<file path="config.mk">
export PLATFORM = sky130hd
export DESIGN_NAME = mdu_hilo_ctrl
export DESIGN_NICKNAME = d
export VERILOG_FILES = /design/src/rtl/mdu_hilo_ctrl_pkg.sv /design/src/rtl/mdu_hilo_ctrl_sign_fix.sv /design/src/rtl/mdu_hilo_ctrl.sv
export SDC_FILE = /design/constraint.sdc
export NUM_CORES = 1
export LEC_CHECK = 0
export BUFFER_PORTS_ARGS = -buffer_cell sky130_fd_sc_hd__buf_4
export CORE_MARGIN = 2
export CORE_UTILIZATION = 40
export DETAILED_ROUTE_END_ITERATION = 12
export GPL_ROUTABILITY_DRIVEN = 0
export HOLD_SLACK_MARGIN = 0.06
export PLACE_DENSITY = 0.66
export SYNTH_ARGS = -nofsm -noshare
export SYNTH_HDL_FRONTEND = slang
export SYNTH_SLANG_ARGS = --single-unit
</file>
<file path="constraint.sdc">
create_clock -name clk -period 5.6 [get_ports clk]
set_input_delay 1.12 -clock clk [delete_from_list [all_inputs] [get_ports clk]]
set_output_delay 1.12 -clock clk [all_outputs]
set_load 0.03 [all_outputs]
</file>
<file path="src/rtl/mdu_hilo_ctrl_pkg.sv">
// Shared types and constants for the multiply/divide-unit HI/LO controller.
package mdu_pkg;

  localparam int XLEN     = 32;
  localparam int RESULT_W = 2 * XLEN;

  typedef enum logic [3:0] {
    OP_NOP   = 4'd0,
    OP_MULT  = 4'd1,
    OP_MULTU = 4'd2,
    OP_MTHI  = 4'd3,
    OP_MTLO  = 4'd4,
    OP_MADD  = 4'd5,
    OP_MADDU = 4'd6,
    OP_MSUB  = 4'd7,
    OP_MSUBU = 4'd8
  } mdu_op_t;

  typedef enum logic [1:0] {
    S_IDLE    = 2'd0,
    S_ISSUE   = 2'd1,
    S_WAIT    = 2'd2,
    S_CAPTURE = 2'd3
  } mdu_state_t;

endpackage

</file>
<file path="src/rtl/mdu_hilo_ctrl_sign_fix.sv">
// Conditional two's-complement negate. Used both to take operand magnitudes
// (neg_i = sign bit; 0x80000000 maps to itself) and to re-apply the product sign.
module mdu_sign_fix #(
  parameter int W = 32
) (
  input  logic [W-1:0] x_i,
  input  logic         neg_i,
  output logic [W-1:0] y_o
);

  // Negate via invert-and-increment so the result wraps modulo 2^W.
  always_comb begin
    y_o = neg_i ? (~x_i + {{(W-1){1'b0}}, 1'b1}) : x_i;
  end

endmodule

</file>
<file path="src/rtl/mdu_hilo_ctrl.sv">
// Multiply-unit controller and HI/LO register file.
// Drives an external unsigned iterative multiplier over a valid/done handshake,
// fixes up the product sign and commits it to HI/LO.
// Optional accumulate ops (MADD/MADDU/MSUB/MSUBU) are built when MDU_MADD_EN
// is defined; otherwise those opcodes are accepted as NOPs.
//
//   state   | meaning
//   IDLE    | ready for a new request; MTHI/MTLO complete here
//   ISSUE   | one-cycle start pulse to the multiplier core
//   WAIT    | waiting for core done (first cycle ignored: done is stale-high)
//   CAPTURE | sign-fix product and write HI/LO unless aborted
module mdu_hilo_ctrl
  import mdu_pkg::*;
#(
  parameter int RESULT_W = mdu_pkg::RESULT_W,
  parameter int XLEN     = mdu_pkg::XLEN
) (
  input  logic                clk,
  input  logic                resetn,
  input  logic                req_valid,
  input  logic [3:0]          req_op,
  input  logic [XLEN-1:0]     req_a,
  input  logic [XLEN-1:0]     req_b,
  output logic                req_ready,
  input  logic                flush,
  output logic                busy,
  output logic [XLEN-1:0]     hi,
  output logic [XLEN-1:0]     lo,
  output logic                mul_valid,
  output logic [XLEN-1:0]     mul_a,
  output logic [XLEN-1:0]     mul_b,
  input  logic                mul_done,
  input  logic [RESULT_W-1:0] mul_c
);

  mdu_state_t state_q, state_d;
  logic [XLEN-1:0] hi_q, lo_q, mul_a_q, mul_b_q;
  logic neg_q, abort_q, first_wait_q;
  logic accept, is_mul, is_signed;
  mdu_op_t op;
  logic [XLEN-1:0] mag_a, mag_b;
  logic [RESULT_W-1:0] prod, commit_val;

  assign op        = mdu_op_t'(req_op);
  assign req_ready = (state_q == S_IDLE) && !flush;
  assign accept    = req_valid && req_ready;
  assign busy      = (state_q != S_IDLE);
  assign mul_valid = (state_q == S_ISSUE);
  assign hi        = hi_q;
  assign lo        = lo_q;
  assign mul_a     = mul_a_q;
  assign mul_b     = mul_b_q;

`ifdef MDU_MADD_EN
  logic is_acc, is_sub, acc_q, sub_q;
`endif

  // Opcode decode: which requests start the multiplier and with what signedness.
  always_comb begin
    is_mul    = 1'b0;
    is_signed = 1'b0;
`ifdef MDU_MADD_EN
    is_acc    = 1'b0;
    is_sub    = 1'b0;
`endif
    case (op)
      OP_MULT:  begin is_mul = 1'b1; is_signed = 1'b1; end
      OP_MULTU: is_mul = 1'b1;
`ifdef MDU_MADD_EN
      OP_MADD:  begin is_mul = 1'b1; is_signed = 1'b1; is_acc = 1'b1; end
      OP_MADDU: begin is_mul = 1'b1; is_acc = 1'b1; end
      OP_MSUB:  begin is_mul = 1'b1; is_signed = 1'b1; is_acc = 1'b1; is_sub = 1'b1; end
      OP_MSUBU: begin is_mul = 1'b1; is_acc = 1'b1; is_sub = 1'b1; end
`endif
      default: ;
    endcase
  end

  mdu_sign_fix #(.W(XLEN)) u_fix_a (
    .x_i(req_a), .neg_i(is_signed && req_a[XLEN-1]), .y_o(mag_a)
  );
  mdu_sign_fix #(.W(XLEN)) u_fix_b (
    .x_i(req_b), .neg_i(is_signed && req_b[XLEN-1]), .y_o(mag_b)
  );
  mdu_sign_fix #(.W(RESULT_W)) u_fix_p (
    .x_i(mul_c), .neg_i(neg_q), .y_o(prod)
  );

`ifdef MDU_MADD_EN
  assign commit_val = !acc_q ? prod :
                      sub_q  ? ({hi_q, lo_q} - prod) : ({hi_q, lo_q} + prod);

  // Accumulate mode is latched alongside the operands at accept.
  always_ff @(posedge clk) begin
    if (!resetn) begin
      acc_q <= 1'b0;
      sub_q <= 1'b0;
    end else if (accept && is_mul) begin
      acc_q <= is_acc;
      sub_q <= is_sub;
    end
  end
`else
  assign commit_val = prod;
`endif

  // State register.
  always_ff @(posedge clk) begin
    if (!resetn) state_q <= S_IDLE;
    else         state_q <= state_d;
  end

  // Next-state logic.
  always_comb begin
    state_d = state_q;
    case (state_q)
      S_IDLE:    if (accept && is_mul) state_d = S_ISSUE;
      S_ISSUE:   state_d = S_WAIT;
      S_WAIT:    if (mul_done && !first_wait_q) state_d = S_CAPTURE;
      S_CAPTURE: state_d = S_IDLE;
      default:   state_d = S_IDLE;
    endcase
  end

  // Operand latch, abort tracking and HI/LO writes.
  always_ff @(posedge clk) begin
    if (!resetn) begin
      hi_q         <= '0;
      lo_q         <= '0;
      mul_a_q      <= '0;
      mul_b_q      <= '0;
      neg_q        <= 1'b0;
      abort_q      <= 1'b0;
      first_wait_q <= 1'b0;
    end else begin
      first_wait_q <= (state_q == S_ISSUE);
      if (accept) begin
        if (op == OP_MTHI) hi_q <= req_a;
        if (op == OP_MTLO) lo_q <= req_a;
        if (is_mul) begin
          mul_a_q <= mag_a;
          mul_b_q <= mag_b;
          neg_q   <= is_signed && (req_a[XLEN-1] ^ req_b[XLEN-1]);
        end
      end
      if (state_q == S_CAPTURE) begin
        // A flush arriving in the capture cycle itself must also suppress the write.
        if (!abort_q && !flush) {hi_q, lo_q} <= commit_val;
        abort_q <= 1'b0;
      end else if (busy && flush) begin
        abort_q <= 1'b1;
      end
    end
  end

endmodule

</file>
Yosys cells after proc, flatten, opt, wreduce, memory -nomap -nowiden. Index checks and enable logic that the tools add are counted.

Mux-type cells: 16. Equality and inequality tests: 9. Reductions and logical operators: 18. Add/subtract/negate cells: 3. Bitwise gates (word level): 5.

Operators by type and width (count): $mux W32 (10); $add A32 B1 Y32 const B (2); $add A64 B1 Y64 const B (1); $mux W64 (1); $not A32 Y32 (2); $not A64 Y64 (1); $logic_and A1 B1 Y1 (9); $eq A4 B2 Y1 const B (2); $pmux W2 S4 (1); $eq A2 B2 Y1 const B (2); $eq A4 B1 Y1 const B (1); $eq A4 B3 Y1 const B (1); $mux W2 (2); $reduce_and A2 Y1 (2); $reduce_or A2 Y1 (2); $logic_not A1 Y1 (3); $eq A2 B1 Y1 const B (1); $logic_not A2 Y1 (1); $mux W1 (2); $ne A2 B1 Y1 const B (1); $ne A2 B2 Y1 const B (1); $reduce_bool A2 Y1 (1); $not A1 Y1 (1); $xor A1 B1 Y1 (1).

Logic and storage cells: 59. Output and inout port bits: 131. Flip-flop bits (word level): 133.

Longest topological paths before layout. Gate-level depths: netlist of the first run.

Word-level depth: 6. Depth in mapped cells: 10. Depth with buffers taken out: 8.

Modules after synthesis. From an unflattened synthesis of the first run, not the netlist that was laid out.

Cell total of the unflattened synthesis: 1011. Area total of the unflattened synthesis: 8483.1 um^2.

Modules (own cells, without submodules): mdu_hilo_ctrl (cells each 607, seq. area each 2662.6 um^2, instances 1, area an instance 5280.1 um^2); mdu_sign_fix at u_fix_p (cells each 206, seq. area each 0.0 um^2, instances 1, area an instance 1649.1 um^2); mdu_sign_fix at u_fix_a ... (cells each 99, seq. area each 0.0 um^2, instances 2, area an instance 777.0 um^2).

Worst setup path before layout of the first run. OpenSTA, ideal clock, no wires.

Kind: input to register. Start: in mul_c[14]. End: reg hi_q[16] (netlist: hi[16]). Stages on the path: 8. Required time: 5466 ps. Arrival: 3282 ps. Setup time: 134 ps. Setup slack: 2184 ps. Path through: or4_4 -> or3_1 -> buf_2 -> or4_4 -> buf_6 -> o41ai_4 -> xor2_1 -> o22ai_1.

Word-level cells in the longest chain between the ends: 5.

Ends and longest elaborated chain: from (decl) (RTL line mdu_hilo_ctrl.sv:33) `input logic [RESULT_W-1:0] mul_c`; $not A64 Y64 (RTL line mdu_hilo_ctrl_sign_fix.sv:13) `y_o = neg_i ? (~x_i + {{(W-1){1'b0}}, 1'b1}) : x_i;`; $add A64 B1 Y64 (RTL line mdu_hilo_ctrl_sign_fix.sv:13); $mux W64 (RTL line mdu_hilo_ctrl_sign_fix.sv:13); $mux W32 (RTL line mdu_hilo_ctrl.sv:148) `if (!abort_q && !flush) {hi_q, lo_q} <= commit_val;`; $mux W32 (RTL line mdu_hilo_ctrl.sv:146) `if (state_q == S_CAPTURE) begin`; to (signal assigned) (RTL line mdu_hilo_ctrl.sv:138) `if (op == OP_MTHI) hi_q <= req_a;`; to (signal assigned) (RTL line mdu_hilo_ctrl.sv:148); to (decl) (RTL line mdu_hilo_ctrl.sv:37) `logic [XLEN-1:0] hi_q, lo_q, mul_a_q, mul_b_q;`.

No other way between the ends. A chain may end at the register's enable or synchronous reset.

Worst setup path after layout of the first run.
Start: in mul_c[4]. End: reg hi_q[15] (netlist: hi[15]).

Same word-level chain as after synthesis.

==> qor.yml, run 1 <==
ctsResizeCount: 0
numPortBuffers: 267
grt_max_degree: 92
rows: 51
slew_viol_final: 0
core_area_um2: 19590
critPathMaxFanout: 7
grt_usage: 0.2658
ctsLongestPathBuffers: 2
rsz0062_at_grt: "no"
post-dp-hpwl_mm: 22.08
leakage_nw: 4.240
diodes: 0
yosys-top-cells-area: "dfxtp_1, xor2_1, xnor2_1"
holdBufCountCts: 0
vias: 8438
synth_flop_cell: "dfxtp_1"
dr.pass1.iters: 5
start_kind: "input pin"
outcome: "finished, final reports clean"
slew_headroom: 0.2194
ios: 268
wl_per_cell_um: 19.58
drive_above_1_share: 0.2754
cts_buffers: 17
initial_core_util: 0.4090
totalWireLength_mm: 29.07
insertion_delay_ns: 0.42
cts.sink_count: 133
hold_class: "reg -> reg"
hp-start: "mul_b[28]"
ir_worst_vdd_mv: 0.1991
cp.required_ns: 5.87
reg2reg_to: "hi[21]"
rr_worst_depth: 8
power_density_nw_per_um2: 257.1
vias_per_cell: 5.682
crit_type: "in -> reg"
final.setup.tns_ns: 0
fin_nets: 1352
worstReg2RegStart: "state_q[0]"
hold_slack_ns: 0.4589
synth_common_cells: "dfxtp_1, nor2_1, a21oi_1, clkbuf_1, a211oi_1"
synth_seq_cells: 133
tightest_slew_ns: 1.171
finalCritPeriodShare: 0.6183
postSynthAreaPerCell_um2: 8.183
fin_crit_ns: 3.463
die_h_um: 145.5
yosys.area.top_type_share: 0.3323
antenna_found_initial: 0
synth_edf_count: 0
antenna_left: 0
synth_cell_types: 59
synth.most_common_cell: "dfxtp_1"
ys_async_sr_fraction: 0
netlist_instances: 979
syn2layout_area_growth_pct: 35.19
synth_area_um2: 8011
grt_overflow_total: 0
r2r_slack_ns: 2.77
htreeDepth: 4
postCtsSetupRepairBufs: 0
yosysWarnings: 0
hold_violations: 0
clockRootBuffer: "clkbuf_16"
holdPathEnd: "mul_b[28]"
drc: 0
fmax_mhz: 288.8
cp.arrival_ns: 3.73
ys_seq_area_frac: 0.3323
synth_nets: 1124
setup_viol: 0
drtIter0Drc: 589
drv_cap: 0
whs_path_depth: 2
finalClockSkew_ns: 0.009315
cts_tree: "done"
die_area_um2: 21180
die_w_um: 145.5
yosysTopAreaCell: "dfxtp_1"
clkTransAtPathRegs_ns: 0.06
n_fill_cell: 1852
grt_pass1_wl_mm: 44.66
grt_pass1_vias: 7807
endpoint_kind: "flop"
-- worst max path at each step --
stage | slack (ns) | endpoint | from | cells past startpoint
6_report | 2.14 | hi[15] | mul_c[4] | 7
5_1_grt | 1.76 | hi[15] | mul_c[4] | 7
4_1_cts | 2.09 | hi[15] | mul_c[4] | 7
3_5_place_dp | 1.68 | hi[31] | mul_c[4] | 7
3_3_place_gp | 1.79 | hi[15] | mul_c[4] | 7
2_1_floorplan | 2.18 | hi[16] | mul_c[14] | 8
-- cell families (layout without fill, tap and decap cells) --
family	after synthesis	after routing	share of synthesized area
AND/OR/NAND/NOR	291	291	0.1785
XOR/XNOR	114	114	0.1246
multiplexers	59	59	0.07543
buffers and inverters	88	329	0.04264
adder cells (fa/ha/maj)	8	8	0.01249
flip-flops	133	133	0.3323
AO/OA/AOI/OAI	286	286	0.2340
-- report_power, final --
part | total, mW | internal [mW] | switching, mW | leakage, nW
Clock | 1.27 | 0.826 | 0.440 | 0.326
Combinational | 0.510 | 0.204 | 0.305 | 2.84
Sequential | 1.01 | 0.984 | 0.0236 | 1.07
-- layer usage --
metal	vias up	share of wire	global-route usage	routed length, um
li1	4076	-	-	-
met1	3932	0.44	0.3552	12770
met2	382	0.46	0.4246	13380
met3	48	0.077	0.06552	2241
met4	0	0.023	0.08137	675
met5	-	0	0	0
-- final cells by class --
| class | instances | area, um2 | area share |
|---|---|---|---|
| Clock buffer | 20 | 466.7 | 0.04309 |
| Clock inverter | 12 | 198.9 | 0.01837 |
| Inverter | 22 | 82.58 | 0.007625 |
| Multi-Input combinational cell | 758 | 5022 | 0.4637 |
| Sequential cell | 133 | 2664 | 0.2460 |
| Tap cell | 265 | 331.6 | 0.03061 |
| Timing Repair Buffer | 275 | 2064 | 0.1906 |
-- per-stage QoR --
step	area, um2	power, mW	util	worst slack (ns)	instances
4_1_cts	10830	2.794	0.5529	2.089	1485
3_3_place_gp	10160	1.528	0.5189	1.787	1453
6_report	10830	2.784	0.5529	2.137	1485
2_1_floorplan	8011	1.285	-	2.184	979
3_5_place_dp	10160	1.533	0.5189	1.678	1453
5_1_grt	10830	2.886	0.5529	1.756	1485
-- worst max-delay path: stages --
cell      delay [ns]
buf_4           0.12
nor4_2          0.58
nand3_1         0.34
o41ai_1         1.02
a21boi_0        0.30
xor2_1          0.17
o22ai_1         0.09
-- layout by cell type, fill, tap and decap left out, drive strengths merged, types with 17 or more instances in the layout --
cell type	n
o21ai	55
o22ai	26
nor4	17
xnor2	56
o41ai	18
a211oi	60
nor3	40
buf	275
dfxtp	133
nand2	54
mux2i	48
a21oi	69
o31ai	21
clkbuf	20
nor2	105
xor2	58
inv	23
-- registers in the layout, summed over array words and instances, names as in the netlist --
| signal | count |
|---|---|
| abort_q | 1 |
| neg_q | 1 |
| state_q | 2 |
| mul_a | 32 |
| mul_b | 32 |
| first_wait_q | 1 |
| hi | 32 |
| lo | 32 |
Power figures use the tool's default switching activity.
==> run 2, diff against run 1 <==
--- a/config.mk
+++ b/config.mk
@@ -5,6 +5,7 @@
 export SDC_FILE = /design/constraint.sdc
 export NUM_CORES = 1
 export LEC_CHECK = 0
+export ABC_AREA = 1
 export BUFFER_PORTS_ARGS = -buffer_cell sky130_fd_sc_hd__buf_4
 export CORE_MARGIN = 2
 export CORE_UTILIZATION = 40
==> constraint.sdc (replaced) <==
create_clock -name clk -period 2.89 [get_ports clk]
set_input_delay 0.578 -clock clk [delete_from_list [all_inputs] [get_ports clk]]
set_output_delay 0.578 -clock clk [all_outputs]
set_load 0.03 [all_outputs]
==> run 2 against run 1 <==
  * Worst hold slack worse by 0.043 ns
  * Critical endpoint is now hi[4]
  * Sequential share of layout area shrank 3.1 points
  * Final area up 15%
==> qor.yml, run 2 <==
ys_seq_area_frac: 0.2766  # was 0.3323
final_cell_mix: "nand2_1, buf_4, nor2_1, inv_1, nand3_1"  # was buf_4, dfxtp_1, nor2_1, a21oi_1, a211oi_1
clkTransAtPathRegs_ns: 0.06  # about the same
cts.sink_count: 133  # unchanged
cts_buffers: 17  # unchanged
finalCritPeriodShare: 0.7724
synth_seq_cells: 133  # unchanged
yosys.area.top_type_share: 0.2766  # was 0.3323
worst_slack_ns: 0.6579  # was 2.137 ns
numPortBuffers: 267  # unchanged
yosysTopAreaCell: "dfxtp_1"  # unchanged
drv_cap: 0  # unchanged
synth_area_um2: 9625  # was 8011 um2
synth_common_cells: "nand2_1, nor2_1, inv_1, nand3_1, dfxtp_1"  # was dfxtp_1, nor2_1, a21oi_1, clkbuf_1, a211oi_1
grt_pass1_wl_mm: 59.43  # was 44.66 mm
dp_slack_ns: 0.4761  # was 1.678 ns
cp.required_ns: 3.21  # was 5.87 ns
whs_path_depth: 3  # was 2
core_area_um2: 23540  # was 19,590 um2
outcome: "finished, final reports clean"  # unchanged
multiInputGateArea_um2: 5827  # was 5022 um2
ctsLongestPathBuffers: 2  # unchanged
diodes: 0  # unchanged
die_h_um: 159.1  # was 145.5 um
finalClockSkew_ns: 0.007449  # was 0.009315 ns
die_w_um: 159.1  # was 145.5 um
slew_headroom: 0.5489  # was 0.2194
synth_edf_count: 0  # unchanged
use_met3: 0.07007  # was 0.06552
grt_pass1_vias: 10650  # was 7,807
crit_type: "reg -> reg"  # was in -> reg
cp.arrival_ns: 2.55  # was 3.73 ns
totalWireLength_mm: 38.74  # was 29.07 mm
grt_overflow_total: 0  # unchanged
initial_core_util: 0.4089  # was 0.4090
dr.pass1.iters: 5  # unchanged
slew_viol_final: 0  # unchanged
antenna_left: 0  # unchanged
rows: 56  # was 51
ctsResizeCount: 0  # unchanged
cts_tree: "done"  # unchanged
htreeDepth: 4  # unchanged
die_area_um2: 25320  # was 21,180 um2
netlist_instances: 1648  # was 979
final_common_cell: "nand2_1"  # was buf_4
fin_crit_ns: 2.232
use_met1: 0.4049  # was 0.3552
endpoint_kind: "flop"  # unchanged
fin_nets: 2031  # was 1,352
hold_class: "in -> reg"  # was reg -> reg
leakage_nw: 6.380  # was 4.240 nW
ir_worst_vdd_mv: 0.3755  # was 0.1991 mV
synth_flop_cell: "dfxtp_1"  # unchanged
power_density_nw_per_um2: 452.9  # was 257.1 nW/um2
synth.most_common_cell: "nand2_1"  # was dfxtp_1
synth_nets: 1793  # was 1,124
grt_max_degree: 99  # was 92
rsz0062_at_grt: "no"  # unchanged
syn2layout_area_growth_pct: 28.90  # was 35.19%
post-dp-hpwl_mm: 29.70  # was 22.08 mm
grt_use_met2: 0.4536  # was 0.4246
yosys-top-cells-area: "dfxtp_1, nand2_1, nor2_1"  # was dfxtp_1, xor2_1, xnor2_1
rr_worst_depth: 12  # was 8
r2r_slack_ns: 0.66  # was 2.77 ns
synth_cell_types: 44  # was 59
critPathMaxFanout: 34  # was 7
vias: 11690  # was 8,438
drive_above_1_share: 0.1878  # was 0.2754
antenna_found_initial: 0  # unchanged
drtIter0Drc: 1215  # was 589
setup_viol: 0  # unchanged
fmax_mhz: 448.0
holdBufCountCts: 0  # unchanged
drc: 0  # unchanged
wl_per_cell_um: 17.49  # was 19.58 um
final.setup.tns_ns: 0  # unchanged
tightest_slew_ns: 0.6757  # was 1.171 ns
postCtsSetupRepairBufs: 0  # unchanged
insertion_delay_ns: 0.43  # was 0.42 ns
hold_violations: 0  # unchanged
vias_per_cell: 5.276  # was 5.682
seqCellArea_um2: 2664  # unchanged
yosysWarnings: 0  # unchanged
grt-busiest-layer: "met2"  # unchanged
postSynthAreaPerCell_um2: 5.841  # was 8.183 um2
clockRootBuffer: "clkbuf_16"  # unchanged
grt_usage: 0.2975  # was 0.2658
n_fill_cell: 2511  # was 1,852
ios: 268  # unchanged
ys_async_sr_fraction: 0  # unchanged
start_kind: "flop"  # was input pin
-- run 2: cell count changes after synthesis, sizes merged, moves of 34 or more --
| cell | previous run | this run |
|---|---|---|
| a21oi | 69 | 103 |
| o21ai | 55 | 122 |
| nor2 | 105 | 248 |
| nand3 | 13 | 167 |
| clkbuf | 62 | 21 |
| a211oi | 60 | 1 |
| xnor2 | 56 | 5 |
| buf | 4 | 44 |
| inv | 22 | 213 |
| nand2 | 54 | 453 |
| mux2i | 48 | 0 |
-- run 2: cell families (layout without fill, tap and decap cells) --
| group | count (synthesis) | in the layout | synth area share |
|---|---|---|---|
| compound gates | 268 | 268 | 0.1533 |
| xor+xnor | 32 | 32 | 0.02912 |
| fa+ha+maj | 8 | 8 | 0.01040 |
| buf+inv | 279 | 527 | 0.1180 |
| flops | 133 | 133 | 0.2766 |
| simple gates | 928 | 928 | 0.4126 |
-- run 2: per-stage QoR --
step                std cells  total power, mW  hold WS (ns)  utilization  cell area [um2]
finish                   2215            5.619        0.4157       0.5270            12410
global route             2215            5.852        0.4381       0.5270            12410
CTS                      2215            5.631        0.4110       0.5270            12410
detailed placement       2186            3.492        0.4760       0.5033            11850
global placement         2186            3.472        0.4690       0.5033            11850
floorplan                1648            2.874        0.4731            -             9625
-- run 2: cell type report --
type                       instances  area share
multi-input combinational       1236      0.4696
sequential                       133      0.2147
timing repair buffer             284      0.1739
inverter                         214     0.06474
clock buffer                      24     0.03883
tap                              319     0.03217
clock inverter                     5    0.006051
-- run 2: power by group --
group          switching, mW  leakage (nW)  internal [mW]  total (mW)
clock network          0.824         0.276           1.32        2.14
logic                  0.922          5.03          0.522        1.44
registers             0.0830          1.08           1.95        2.03
-- run 2: critical path, stage by stage, from the launching register on --
cell and delay, ns:
dfxtp_1 0.33, inv_1 0.12, ha_1 0.20, inv_2 0.07
nor2_4 0.10, nand2_4 0.09, nor2_2 0.36, inv_2 0.38
nand2_1 0.14, nand3_1 0.07, nand2_1 0.09, o21bai_1 0.12
inv_1 0.05
-- run 2: final timing paths --
path,startpoint,end
setup reg to reg,state_q[1],hi[4]
hold / removal,mul_c[15],lo[15]
setup / recovery,state_q[1],hi[4]
hold reg to reg,lo[2],lo[2]
-- run 2: per-layer routing --
metal	wire, um	share of wire
met5	0	0
met4	1400	0.036
met3	4056	0.10
met2	16590	0.43
met1	16690	0.43
